--- config.mk ---
export PLATFORM = sky130hd
export DESIGN_NAME = out_store_ctrl_flat
export DESIGN_NICKNAME = d
export VERILOG_FILES = /design/src/rtl/out_store_ctrl_if.sv /design/src/rtl/out_store_ctrl.sv /design/src/flat_wrapper.sv
export SDC_FILE = /design/constraint.sdc
export NUM_CORES = 1
export LEC_CHECK = 0
export CAP_MARGIN = 20
export CORE_MARGIN = 4
export CORE_UTILIZATION = 52
export CTS_CLUSTER_DIAMETER = 80
export DETAILED_ROUTE_END_ITERATION = 7
export GPL_TIMING_DRIVEN = 0
export PLACE_DENSITY = 0.75
export SYNTH_ARGS = -nofsm -noshare
export SYNTH_HDL_FRONTEND = slang
export SYNTH_SLANG_ARGS = --single-unit
--- constraint.sdc ---
create_clock -name clk -period 5.01 [get_ports clk]
set_input_delay 1.002 -clock clk [delete_from_list [all_inputs] [get_ports clk]]
set_output_delay 1.002 -clock clk [all_outputs]
set_load 0.1 [all_outputs]
--- src/rtl/out_store_ctrl_if.sv ---
// Bundles the row-capture request, the result rows and the host-side FIFO read port of out_store_ctrl.
// master drives requests and reads; slave is the controller itself.
interface out_store_ctrl_if #(
  parameter int OUTPUT_WIDTH = 32,
  parameter int OS_WIDTH     = 40,
  parameter int FIFO_DEPTH   = 16
);
  logic                          clear_fifo;
  logic                          store_os;
  logic [3:0]                    param_r;
  logic [OS_WIDTH-1:0]           os_wr_data_0;
  logic [OS_WIDTH-1:0]           os_wr_data_1;
  logic [OS_WIDTH-1:0]           os_wr_data_2;
  logic [OS_WIDTH-1:0]           os_wr_data_3;
  logic [OS_WIDTH-1:0]           os_wr_data_4;
  logic                          storing_os;
  logic                          os_done;
  logic                          fifo_rd_cmd;
  logic [OUTPUT_WIDTH-1:0]       fifo_rd_data;
  logic                          fifo_empty;
  logic                          fifo_full;
  logic [$clog2(FIFO_DEPTH):0]   fifo_count;

  modport master (
    output clear_fifo, store_os, param_r,
    output os_wr_data_0, os_wr_data_1, os_wr_data_2, os_wr_data_3, os_wr_data_4,
    output fifo_rd_cmd,
    input  storing_os, os_done, fifo_rd_data, fifo_empty, fifo_full, fifo_count
  );

  modport slave (
    input  clear_fifo, store_os, param_r,
    input  os_wr_data_0, os_wr_data_1, os_wr_data_2, os_wr_data_3, os_wr_data_4,
    input  fifo_rd_cmd,
    output storing_os, os_done, fifo_rd_data, fifo_empty, fifo_full, fifo_count
  );
endinterface

--- src/rtl/out_store_ctrl.sv ---
// Output-store readout: snapshots up to OS_DEPTH result rows and pushes their MSB-justified
// slices into a host-drained FIFO.
//
// state | meaning
// IDLE  | waiting for a valid store request
// PUSH  | writing snapshot rows into the FIFO, stalls while full
// DONE  | one-cycle completion pulse
module out_store_ctrl #(
  parameter int OUTPUT_WIDTH = 32,
  parameter int OS_WIDTH     = 40,
  parameter int OS_DEPTH     = 5,
  parameter int FIFO_DEPTH   = 16
) (
  input  logic              clk,
  input  logic              resetn,
  out_store_ctrl_if.slave   bus
);
  localparam int AW = $clog2(FIFO_DEPTH);
  localparam int CW = AW + 1;
  localparam int IW = $clog2(OS_DEPTH);

  typedef enum logic [1:0] {IDLE, PUSH, DONE} state_t;

  state_t                   state, state_nxt;
  logic [OS_WIDTH-1:0]      rows_in [OS_DEPTH];
  logic [OS_WIDTH-1:0]      snap    [OS_DEPTH];
  logic [OUTPUT_WIDTH-1:0]  mem     [FIFO_DEPTH];
  logic [3:0]               rows_r;
  logic [IW-1:0]            idx;
  logic [AW-1:0]            wr_ptr, rd_ptr;
  logic [CW-1:0]            count, count_nxt;
  logic                     empty, full;
  logic [OUTPUT_WIDTH-1:0]  rd_data;
  logic                     req_ok, push, pop, last_row;
  logic [OUTPUT_WIDTH-1:0]  push_word;

  assign rows_in[0] = bus.os_wr_data_0;
  assign rows_in[1] = bus.os_wr_data_1;
  assign rows_in[2] = bus.os_wr_data_2;
  assign rows_in[3] = bus.os_wr_data_3;
  assign rows_in[4] = bus.os_wr_data_4;

  assign req_ok    = bus.store_os && (bus.param_r != 4'd0) && (bus.param_r <= 4'(OS_DEPTH));
  assign push      = (state == PUSH) && !full;
  assign pop       = bus.fifo_rd_cmd && !empty;
  assign last_row  = (4'(idx) == rows_r - 4'd1);
  assign push_word = snap[idx][OS_WIDTH-1 -: OUTPUT_WIDTH];

  always_ff @(posedge clk) begin
    if (!resetn) state <= IDLE;
    else         state <= state_nxt;
  end

  always_comb begin
    state_nxt = state;
    case (state)
      IDLE:    if (req_ok) state_nxt = PUSH;
      PUSH:    if (push && last_row) state_nxt = DONE;
      DONE:    state_nxt = IDLE;
      default: state_nxt = IDLE;
    endcase
    if (bus.clear_fifo) state_nxt = IDLE;
  end

  always_comb begin
    bus.storing_os = (state == PUSH);
    bus.os_done    = (state == DONE);
  end

  always_comb begin
    case ({push, pop})
      2'b10:   count_nxt = count + CW'(1);
      2'b01:   count_nxt = count - CW'(1);
      default: count_nxt = count;
    endcase
  end

  always_ff @(posedge clk) begin
    if (!resetn) begin
      wr_ptr  <= '0;
      rd_ptr  <= '0;
      count   <= '0;
      empty   <= 1'b1;
      full    <= 1'b0;
      rd_data <= '0;
      rows_r  <= '0;
      idx     <= '0;
      for (int i = 0; i < OS_DEPTH; i++) snap[i] <= '0;
    end else if (bus.clear_fifo) begin
      // read data deliberately survives a flush
      wr_ptr <= '0;
      rd_ptr <= '0;
      count  <= '0;
      empty  <= 1'b1;
      full   <= 1'b0;
      idx    <= '0;
    end else begin
      if (state == IDLE && req_ok) begin
        for (int i = 0; i < OS_DEPTH; i++) snap[i] <= rows_in[i];
        rows_r <= bus.param_r;
        idx    <= '0;
      end
      if (push) begin
        wr_ptr <= wr_ptr + AW'(1);
        idx    <= idx + IW'(1);
      end
      if (pop) begin
        rd_data <= mem[rd_ptr];
        rd_ptr  <= rd_ptr + AW'(1);
      end
      count <= count_nxt;
      empty <= (count_nxt == '0);
      full  <= (count_nxt == CW'(FIFO_DEPTH));
    end
  end

  always_ff @(posedge clk) begin
    if (resetn && !bus.clear_fifo && push) mem[wr_ptr] <= push_word;
  end

  assign bus.fifo_rd_data = rd_data;
  assign bus.fifo_empty   = empty;
  assign bus.fifo_full    = full;
  assign bus.fifo_count   = count;
endmodule

--- src/flat_wrapper.sv ---
// flat-port wrapper written by rule: the top's interface ports become plain ports
module out_store_ctrl_flat 
#(
  parameter int OUTPUT_WIDTH = 32,
  parameter int OS_WIDTH     = 40,
  parameter int OS_DEPTH     = 5,
  parameter int FIFO_DEPTH   = 16
)
  (clk, resetn, bus_clear_fifo, bus_store_os, bus_param_r, bus_os_wr_data_0, bus_os_wr_data_1, bus_os_wr_data_2, bus_os_wr_data_3, bus_os_wr_data_4, bus_fifo_rd_cmd, bus_storing_os, bus_os_done, bus_fifo_rd_data, bus_fifo_empty, bus_fifo_full, bus_fifo_count);
  out_store_ctrl_if #(.OUTPUT_WIDTH(OUTPUT_WIDTH), .OS_WIDTH(OS_WIDTH), .FIFO_DEPTH(FIFO_DEPTH)) bus_i ();
  input  logic clk;
  input  logic resetn;
  input wire logic [$bits(bus_i.clear_fifo)-1:0] bus_clear_fifo;
  input wire logic [$bits(bus_i.store_os)-1:0] bus_store_os;
  input wire logic [$bits(bus_i.param_r)-1:0] bus_param_r;
  input wire logic [$bits(bus_i.os_wr_data_0)-1:0] bus_os_wr_data_0;
  input wire logic [$bits(bus_i.os_wr_data_1)-1:0] bus_os_wr_data_1;
  input wire logic [$bits(bus_i.os_wr_data_2)-1:0] bus_os_wr_data_2;
  input wire logic [$bits(bus_i.os_wr_data_3)-1:0] bus_os_wr_data_3;
  input wire logic [$bits(bus_i.os_wr_data_4)-1:0] bus_os_wr_data_4;
  input wire logic [$bits(bus_i.fifo_rd_cmd)-1:0] bus_fifo_rd_cmd;
  output wire logic [$bits(bus_i.storing_os)-1:0] bus_storing_os;
  output wire logic [$bits(bus_i.os_done)-1:0] bus_os_done;
  output wire logic [$bits(bus_i.fifo_rd_data)-1:0] bus_fifo_rd_data;
  output wire logic [$bits(bus_i.fifo_empty)-1:0] bus_fifo_empty;
  output wire logic [$bits(bus_i.fifo_full)-1:0] bus_fifo_full;
  output wire logic [$bits(bus_i.fifo_count)-1:0] bus_fifo_count;
  assign bus_i.clear_fifo = bus_clear_fifo;
  assign bus_i.store_os = bus_store_os;
  assign bus_i.param_r = bus_param_r;
  assign bus_i.os_wr_data_0 = bus_os_wr_data_0;
  assign bus_i.os_wr_data_1 = bus_os_wr_data_1;
  assign bus_i.os_wr_data_2 = bus_os_wr_data_2;
  assign bus_i.os_wr_data_3 = bus_os_wr_data_3;
  assign bus_i.os_wr_data_4 = bus_os_wr_data_4;
  assign bus_i.fifo_rd_cmd = bus_fifo_rd_cmd;
  assign bus_storing_os = bus_i.storing_os;
  assign bus_os_done = bus_i.os_done;
  assign bus_fifo_rd_data = bus_i.fifo_rd_data;
  assign bus_fifo_empty = bus_i.fifo_empty;
  assign bus_fifo_full = bus_i.fifo_full;
  assign bus_fifo_count = bus_i.fifo_count;
  out_store_ctrl #(.OUTPUT_WIDTH(OUTPUT_WIDTH), .OS_WIDTH(OS_WIDTH), .OS_DEPTH(OS_DEPTH), .FIFO_DEPTH(FIFO_DEPTH)) u_core (.clk(clk), .resetn(resetn), .bus(bus_i));
endmodule
==> results.md, run 1 <==
* Final antenna-violating net count at 0
* Floorplan row count at 85
* WHS at 462 ps
* Crit path DAT at about 5300 ps
* Worst VDD drop at between 0.2 and 0.25 mV
* Endpoint class of the critical path: flop
* Drt first pass iters at 7
* Main synth FF type: edfxtp_1
* Maximum clock rate at ~210 MHz
* Status: completed
* Avg Cell Area, Syn at around 21 um^2
* Worst-Margin Slew at 1020 ps
* CTS tree: yes
* Sequential area share after synthesis at approximately three quarters
* Port Buffer Count at between 200 and 250
* Fin util at between 60% and 70%
* Clock transition at path regs at roughly 60 ps
* Hold Vio Cnt, Final at 0
* Slew HR at 32.0%
* Initial drt markers at around 1600
* Final setup margin at around 240 ps
* Crit Path Max Fanout at 10
* Tcrit/Tclk final at 95.2%
* CP Launch Type: input port
* Setup Skew at 19.1 ps
* Post-CTS setup buffer count at 0
* Max-cap violations at 0
* DRT Wirelength at 66500 um
* Die Span Y at approximately 240 um
* Ys async rst share at 0%
* Post-synthesis cell count at roughly 1400
* CTS buffer count at between 70 and 80
* Tmin final at between 4000 and 5000 ps
* Flops & latches, synth at 731
* Dpl hpwl at 43400 um
* Initial core utilization at a little over half
* Slew Limit Fails at 0
* Final net count at about 1900
* H-tree Lvls at 3
* Die W at ~240 um
* Total Power at about 12 mW
* Peak per-stage delay on the critical path at between 600 and 700 ps
* Clock Sink Count at ~730
* Clock Tree Buf Depth at 3
* Pre-CTS WS at -201 ps
* DRC at 0
* CTS root buf: clkbuf_16
* Grt total ovfl at 0
* Placer Congestion at between 0.8 and 0.9
* Yosys warns at 0
* Vias at approximately 15000
* Die ar. at roughly 0.059 mm^2
* PostCTS Resize Cnt at 0
* Final setup violation count at 0
* First-pass GRT wire length at ~100000 um
* PwrDens at 362 mW/mm^2
* Most frequent cells in the layout: edfxtp_1, clkdlybuf4s50_1, mux4_2
* Initial antenna violation count at 0
* CP delay by family, top: buffers and inverters
* Hold path start: u_core.bus.fifo_rd_data[11]
* Worst r2r src: u_core.bus.fifo_empty
* Synth cell types at 43
* Leak at about 11 nW
* Hold buffers post-CTS at 0
* Number of global-route vias before repair at around 16000
* Core area at approximately 0.054 mm^2
* Via/cell ratio at about 6.0
* Cell Chain, Critical Path: clkdlybuf4s50_1 > nand2b_1 > inv_1 > buf_1 > clkbuf_1 > ha_1 > clkbuf_1 > xor2_1 > ha_1 > o21ai_0 > a221oi_1 > o311ai_0 > mux2i_1 > nor3b_1
* Commonest non-fill, non-tap cell in the layout: edfxtp_1
* Worst Path Buf+Inv at 5
* Worst Path Required at 5520 ps
* Critical path launch point: bus_fifo_rd_cmd
* Worst skew pair latency at slightly above 600 ps
* Antenna diode count at 0
* CP max stage cell: buf_1
* Largest net degree at the start of global routing at 48
* RSZ-0062 raised after global routing: false
* DR WL/cell at between 20 and 30 um
* EDFF count, synth at 672
* Post-Syn Nets at 1596
* Layout area overhead at 20.6%
* Total Routing Usage GR at 22.9%
* Share of layout cells above drive strength 1 at between 20 and 25%
* Crit path kind: input port to flop
* Synthesized area at about 0.029 mm^2
* Hold Path Class: flop to flop
* I/O pins at 250
registers in the layout, indices dropped and copies added (netlist names), named ones only:
signal and flops:
u_core.snap 160, u_core.wr_ptr 4, u_core.rd_ptr 4, u_core.bus.fifo_count 5, u_core.bus.fifo_empty 1, u_core.mem 512, u_core.state 2, u_core.idx 3
u_core.bus.fifo_rd_data 32, u_core.bus.fifo_full 1, u_core.rows_r 4
through the flow:
stage / cell area (um^2) / setup TNS, ps / std cells
after global routing: 34500 / 0 / 2442
final: 34500 / 0 / 2442
after detailed placement: 32200 / -392 / 2315
after floorplan: 28600 / 0 / 1378
after global placement: 31600 / -631680 / 2283
after CTS: 34500 / 0 / 2441
power by group:
group          total (mW)  leakage (nW)  internal [mW]  switching, mW
Clock                5.34          1.12           3.12           2.21
Combinational       0.391          3.18          0.186          0.205
Sequential           6.77          6.77           6.75         0.0211
Total                12.5          11.1           10.1           2.44
worst paths after layout:
check	end	slack, ps	cells after the start
setup / recovery	u_core.bus.fifo_full	240	14
hold / removal	u_core.bus.fifo_rd_data[11]	460	1
setup reg to reg	u_core.bus.fifo_full	720	13
hold reg to reg	u_core.bus.fifo_rd_data[11]	460	1
kinds of logic after synthesis:
kind of cell             after synthesis  share of synthesized area (%)
flip-flops                           731                           74.6
AND/OR/NAND/NOR                      245                           4.93
XOR/XNOR                              14                          0.428
buffers and inverters                 93                           1.39
multiplexers                         228                           16.5
AO/OA/AOI/OAI                         58                           1.72
adder cells (fa/ha/maj)                9                          0.393
cells in the mapped netlist, types with 2 or more instances:
| cell | count | share of area (%) |
|---|---|---|
| nor2_1 | 30 | 0.39 |
| nand3_1 | 3 | 0.052 |
| ha_1 | 9 | 0.39 |
| xor2_1 | 7 | 0.21 |
| mux2_2 | 32 | 1.3 |
| buf_2 | 6 | 0.10 |
| xnor2_1 | 7 | 0.21 |
| nor2b_1 | 3 | 0.066 |
| o21a_1 | 3 | 0.079 |
| a21oi_1 | 7 | 0.12 |
| and2_1 | 161 | 3.5 |
| mux2i_1 | 4 | 0.14 |
| o21ai_0 | 5 | 0.087 |
| nor3b_1 | 3 | 0.079 |
| buf_4 | 11 | 0.29 |
| mux4_2 | 192 | 15 |
| a32o_1 | 32 | 1.1 |
| nand2b_1 | 7 | 0.15 |
| a221oi_1 | 2 | 0.061 |
| edfxtp_1 | 672 | 71 |
| clkbuf_1 | 52 | 0.68 |
| nand2_1 | 20 | 0.26 |
| nand4_1 | 4 | 0.087 |
| dfxtp_1 | 59 | 4.1 |
| nor3_1 | 7 | 0.12 |
| buf_1 | 16 | 0.21 |
| inv_1 | 8 | 0.10 |
final cells by class:
| cell class | instances | area [um^2] |
|---|---|---|
| timing repair buffer | 242 | 2600 |
| tap | 696 | 871 |
| inverter | 8 | 33.8 |
| clock inverter | 32 | 333 |
| sequential | 731 | 21400 |
| clock buffer | 94 | 1970 |
| fill | 3505 | 19600 |
| multi-input combinational | 554 | 6970 |
| buffer | 85 | 368 |
layer usage:
metal  wire, um  share of wire, %  vias up  global-route usage, %
li1           -                 -     6225                      -
met1      25400                38     7627                   30.7
met2      34200                51      737                   39.2
met3       5320               8.0      107                   3.84
met4       1560               2.3        0                   6.69
met5          0                 0        -                      0
Power figures use the tool's default switching activity.
==> run 2, diff against run 1 <==
--- a/config.mk
+++ b/config.mk
@@ -7,11 +7,11 @@
 export LEC_CHECK = 0
 export CAP_MARGIN = 20
 export CORE_MARGIN = 4
-export CORE_UTILIZATION = 52
+export CORE_UTILIZATION = 58
 export CTS_CLUSTER_DIAMETER = 80
 export DETAILED_ROUTE_END_ITERATION = 7
 export GPL_TIMING_DRIVEN = 0
-export PLACE_DENSITY = 0.75
+export PLACE_DENSITY = 0.79
 export SYNTH_ARGS = -nofsm -noshare
 export SYNTH_HDL_FRONTEND = slang
 export SYNTH_SLANG_ARGS = --single-unit
==> constraint.sdc (replaced) <==
create_clock -name clk -period 4.4 [get_ports clk]
set_input_delay 0.88 -clock clk [delete_from_list [all_inputs] [get_ports clk]]
set_output_delay 0.88 -clock clk [all_outputs]
set_load 0.1 [all_outputs]
==> results.md, run 2 (same netlist as run 1, synthesis figures left out) <==
* Slew Limit Fails at 0
* Crit path kind: input port to flop
* Crit Path Max Fanout at 19
* Cell Count, Final, Fillers Out at about 2400
* Floorplan row count at around 80
* Port Buffer Count at between 200 and 250
* Maximum clock rate at ~250 MHz
* Hold path depth at 1
* Max-cap violations at 0
* Fillcell total at roughly 2900
* Status: completed
* Fin util at between 70% and 80%
* Die Span Y at 230 um
* Layout area overhead at 20.4%
* Drt first pass iters at 8
* Leak at approximately 11 nW
* Final setup violation count at 0
* DRC at 0
* Worst VDD drop at roughly 0.3 mV
* CTS buffer count at between 60 and 70
* I/O pins at 250
* Grt total ovfl at 0
* Initial core utilization at 58.6%
* Commonest non-fill, non-tap cell in the layout: edfxtp_1
* Tmin final at 4020 ps
* Tcrit/Tclk final at 91.4%
* Final net count at 1899
* End of the worst hold path: u_core.bus.fifo_rd_data[6]
* Hold Path Class: flop to flop
* CP Launch Type: input port
* Antenna diode count at 0
* Worst Path Required at between 4000 and 5000 ps
* Largest net degree at the start of global routing at 47
* Clock Tree Buf Depth at 3
* Via/cell ratio at 6.22
* H-tree Lvls at 3
* Most frequent cells in the layout: edfxtp_1, clkdlybuf4s50_1, mux4_2
* Total Power at between 10 and 15 mW
* Endpoint class of the critical path: flop
* Initial drt markers at around 2000
* Setup TNS Final at 0 ps
* Number of global-route vias before repair at around 16000
* DR WL/cell at a little under 30 um
* Hold path start: u_core.bus.fifo_rd_data[6]
* Worst skew pair latency at 590 ps
* Placer Congestion at between 0.7 and 0.8
* R2R Path End: u_core.bus.fifo_full
* Largest reg by FF count: u_core.mem
* Max FFs per register at between 500 and 600
* Die ar. at around 0.053 mm^2
* Clock transition at path regs at about 60 ps
* Core area at 0.0488 mm^2
* Hold Vio Cnt, Final at 0
* CTS tree: yes
* Initial antenna violation count at 0
* RSZ-0062 raised after global routing: false
* First-pass GRT wire length at roughly 100000 um
* Setup Skew at between 10 and 15 ps
* Clock Sink Count at about 730
* Reg2reg setup slack at roughly 600 ps
* Vias at 14900
* Hold buffers post-CTS at 0
* Dpl hpwl at 43900 um
* CTS root buf: clkbuf_16
* PwrDens at 405 mW/mm^2
* Share of layout cells above drive strength 1 at between 20% and 30%
* DRT Wirelength at just under 70000 um
* Total Routing Usage GR at a little over a quarter
* Worst-Margin Slew at just over 1000 ps
* Slew HR at a little under a third
* Placed insts at 2275
* Crit path DAT at ~4500 ps
* Die W at roughly 230 um
* Worst r2r src: u_core.state[0]
* Final antenna-violating net count at 0
* Reg2reg path depth at 11
run 2: cell types whose count changed in the layout (fill, tap and decap cells not counted), moves of 5 or more:
cell      delta
clkinv_1     -5
buf_16      +12
buf_6       -16
clkbuf_8     +5
run 2: report_power, final:
group	switching (mW)	leakage, nW	internal (mW)
Clock	2.45	1.07	3.36
Sequential	0.0262	6.77	7.68
Combinational	0.233	3.17	0.212
Total	2.71	11.0	11.3
run 2: cell type report:
| class | count | area (um^2) | area share (%) |
|---|---|---|---|
| Inverter | 8 | 33.8 | 0.0980 |
| Timing Repair Buffer | 234 | 2670 | 7.74 |
| Clock buffer | 99 | 2020 | 5.85 |
| Tap cell | 664 | 831 | 2.41 |
| Sequential cell | 731 | 21400 | 62.0 |
| Clock inverter | 24 | 186 | 0.541 |
| Multi-Input combinational cell | 554 | 7000 | 20.3 |
| Buffer | 84 | 365 | 1.06 |
run 2: through the flow:
step / instance area (um^2) / hold slack (ps) / worst slack [ps]
floorplan: 28600 / 452 / 23.8
global placement: 31600 / 453 / -1360
detailed placement: 32200 / 455 / -862
CTS: 34500 / 469 / 12.5
global route: 34500 / 490 / 105
finish: 34500 / 469 / 378
run 2: timing repair:
action                                  4_1_cts  5_1_grt
endpoints found under the setup margin        3        3
hold endpoints to repair                      0        0
buffers inserted                              0        0
resized for setup                             1        0
run 2: metal layers:
layer,GRT usage (%),vias up,wire length (um)
li1,-,6211,-
met1,34.9,7597,24700
met2,45.5,942,35900
met3,4.76,155,6260
met4,9.85,0,2290
met5,0,-,0
run 2: worst max-delay path by stage:
stage                          from                    to  slack, ps  depth (start not counted)
floorplan            bus_param_r[0]    u_core.snap[0][10]         20                          4
global placement     bus_param_r[0]    u_core.snap[2][27]      -1360                          5
detailed placement  bus_fifo_rd_cmd  u_core.bus.fifo_full       -860                         14
CTS                 bus_fifo_rd_cmd  u_core.bus.fifo_full         10                         13
global route        bus_fifo_rd_cmd  u_core.bus.fifo_full        110                         12
finish              bus_fifo_rd_cmd  u_core.bus.fifo_full        380                         12
run 2: critical path, stage by stage:
cell and delay [ps]:
clkdlybuf4s50_1 460, nand2b_1 170, inv_1 200, buf_2 480, ha_1 320, clkbuf_1 360
xor2_1 190, ha_1 310, o22ai_1 140, o311ai_0 460, mux2i_1 340, nor3b_1 220
==> run 3, diff against run 2 <==
--- a/config.mk
+++ b/config.mk
@@ -12,6 +12,7 @@
 export DETAILED_ROUTE_END_ITERATION = 7
 export GPL_TIMING_DRIVEN = 0
 export PLACE_DENSITY = 0.79
+export SLEW_MARGIN = 20
 export SYNTH_ARGS = -nofsm -noshare
 export SYNTH_HDL_FRONTEND = slang
 export SYNTH_SLANG_ARGS = --single-unit
==> results.md, run 3 (same netlist as run 1, synthesis figures left out) <==
* I/O pins at 250
* Clock transition at path regs at 60 ps
* CTS tree: yes
* Status: completed
* Top Metal Used: met5
* Die Span Y at between 200 and 250 um
* Die W at about 230 um
* Peak per-stage delay on the critical path at roughly 490 ps
* CP Launch Type: input port
* Dpl hpwl at about 44000 um
* CP delay by family, top: buffers and inverters
* PwrDens at 408 mW/mm^2
* DR WL/cell at roughly 29 um
* Floorplan row count at 81
* Tcrit/Tclk final at about nine tenths
* Setup TNS Final at 0 ps
* Leak at between 10 and 15 nW
* Met3 wire length at ~6400 um
* Endpoint class of the critical path: flop
* Metal2 WL at 35700 um
* Initial core utilization at 58.6%
* Total Routing Usage GR at between 20% and 30%
* Maximum clock rate at ~250 MHz
* Port Buffer Count at between 200 and 250
* Hold Vio Cnt, Final at 0
* Clock Sink Count at between 700 and 800
* Clock Tree Buf Depth at 3
* Total Power at approximately 14 mW
* Max-cap violations at 0
* Final setup violation count at 0
* First-pass GRT wire length at between 100000 and 150000 um
* Placer Congestion at 0.786
* Worst Path Required at 4920 ps
* Slew Limit Fails at 0
* Post-CTS setup buffer count at 0
* Largest reg by FF count: u_core.mem
* CP max stage cell: buf_2
* Final net count at between 1500 and 2000
* DRC at 0
* Core area at 0.0488 mm^2
* Final antenna-violating net count at 0
* CTS buffer count at between 70 and 80
* Crit Path Max Fanout at 19
* Initial antenna violation count at 1
* CP most frequent cell: ha_1
* Grt total ovfl at 0
* Met1 wire length at ~25000 um
* Slew HR at between 30% and 40%
* Tmin final at a little under 4000 ps
* Most frequent cells in the layout: edfxtp_1, clkdlybuf4s50_1, mux4_2
* Largest net degree at the start of global routing at 40
* Hold buffers post-CTS at 0
* Worst-Margin Slew at slightly above 1000 ps
* Max FFs per register at 512
* Hold Path Class: flop to flop
* H-tree Lvls at 3
* Vias at around 15000
* Cell Chain, Critical Path: clkdlybuf4s50_1 > nand2b_1 > inv_1 > buf_2 > ha_1 > clkbuf_1 > xor2_1 > ha_1 > o21ai_0 > a221oi_1 > o311ai_0 > mux2i_1 > nor3b_1
* RSZ-0062 raised after global routing: false
* Crit path DAT at approximately 4500 ps
* Setup Skew at 15.4 ps
* Number of global-route vias before repair at between 15000 and 20000
* Layout area overhead at 21.0%
* Final setup margin at approximately 420 ps
* DRT Wirelength at 69000 um
* Share of layout cells above drive strength 1 at 22.6%
* CTS root buf: clkbuf_16
* Commonest non-fill, non-tap cell in the layout: edfxtp_1
* Die ar. at 0.0530 mm^2
* Via/cell ratio at approximately 6.3
* Worst skew pair latency at 590 ps
* Drt first pass iters at 5
* Worst Path Buf+Inv at 4
* Pre-CTS WS at -886 ps
* Crit path kind: input port to flop
* Worst VDD drop at roughly 0.31 mV
* Initial drt markers at 1900
* Antenna diode count at 0
==> run 3: changes by cell type in the layout (fill, tap and decap cells not counted), sizes merged <==
cell	before	now
clkinv	19	22
bufinv	3	5
inv	7	10
clkbuf	150	149
clkinvlp	3	1
buf	58	65
==> run 3: worst paths after layout <==
check                             start                          to  slack, ps  depth (start not counted)
max                     bus_fifo_rd_cmd        u_core.bus.fifo_full        420                         13
min reg2reg  u_core.bus.fifo_rd_data[6]  u_core.bus.fifo_rd_data[6]        460                          1
min          u_core.bus.fifo_rd_data[6]  u_core.bus.fifo_rd_data[6]        460                          1
max reg2reg             u_core.state[0]        u_core.bus.fifo_full        740                         12
==> run 3: timing repair <==
item	in CTS	in global routing
gates cloned	0	0
gates resized for setup	1	0
endpoints found under the hold margin	0	0
endpoints found under the setup margin	3	3
==> run 3: per-stage QoR <==
stage / instances / hold WS, ps / util, % / instance area [um^2]
5_1_grt: 2410 / 488 / 70.9 / 34600
3_5_place_dp: 2283 / 453 / 66.2 / 32300
4_1_cts: 2411 / 467 / 70.9 / 34600
6_report: 2410 / 462 / 70.9 / 34600
3_3_place_gp: 2251 / 453 / 64.6 / 31600
2_1_floorplan: 1378 / 452 / - / 28600
==> run 3: report_power, final <==
group	switching, mW	internal (mW)	leakage [nW]	total [mW]
Clock	2.49	3.49	1.13	5.97
Sequential	0.0284	7.68	6.77	7.71
Combinational	0.237	0.214	3.22	0.451
==> run 3: cell type report <==
| type | instances | area (um^2) |
|---|---|---|
| tap | 664 | 831 |
| sequential | 731 | 21400 |
| inverter | 8 | 33.8 |
| timing repair buffer | 241 | 2740 |
| buffer | 84 | 367 |
| multi-input combinational | 554 | 7000 |
| fill | 2885 | 14200 |
| clock buffer | 98 | 2000 |
| clock inverter | 30 | 284 |
==> run 3: worst reg2reg max path, cell delays in order, from the launching register on <==
cell	delay, ps
dfxtp_1	360
nor3b_2	590
inv_1	130
clkbuf_1	280
ha_1	330
clkbuf_1	250
xor2_1	220
ha_1	310
o21ai_0	120
a221oi_1	260
o311ai_0	220
mux2i_1	310
nor3b_1	210
==> run 3: layer usage <==
metal  global-route usage [%]  vias up
met4                     9.45        2
met3                     4.83      147
met2                     45.4      977
met5                        0        -
met1                     34.2     7743
li1                         -     6239
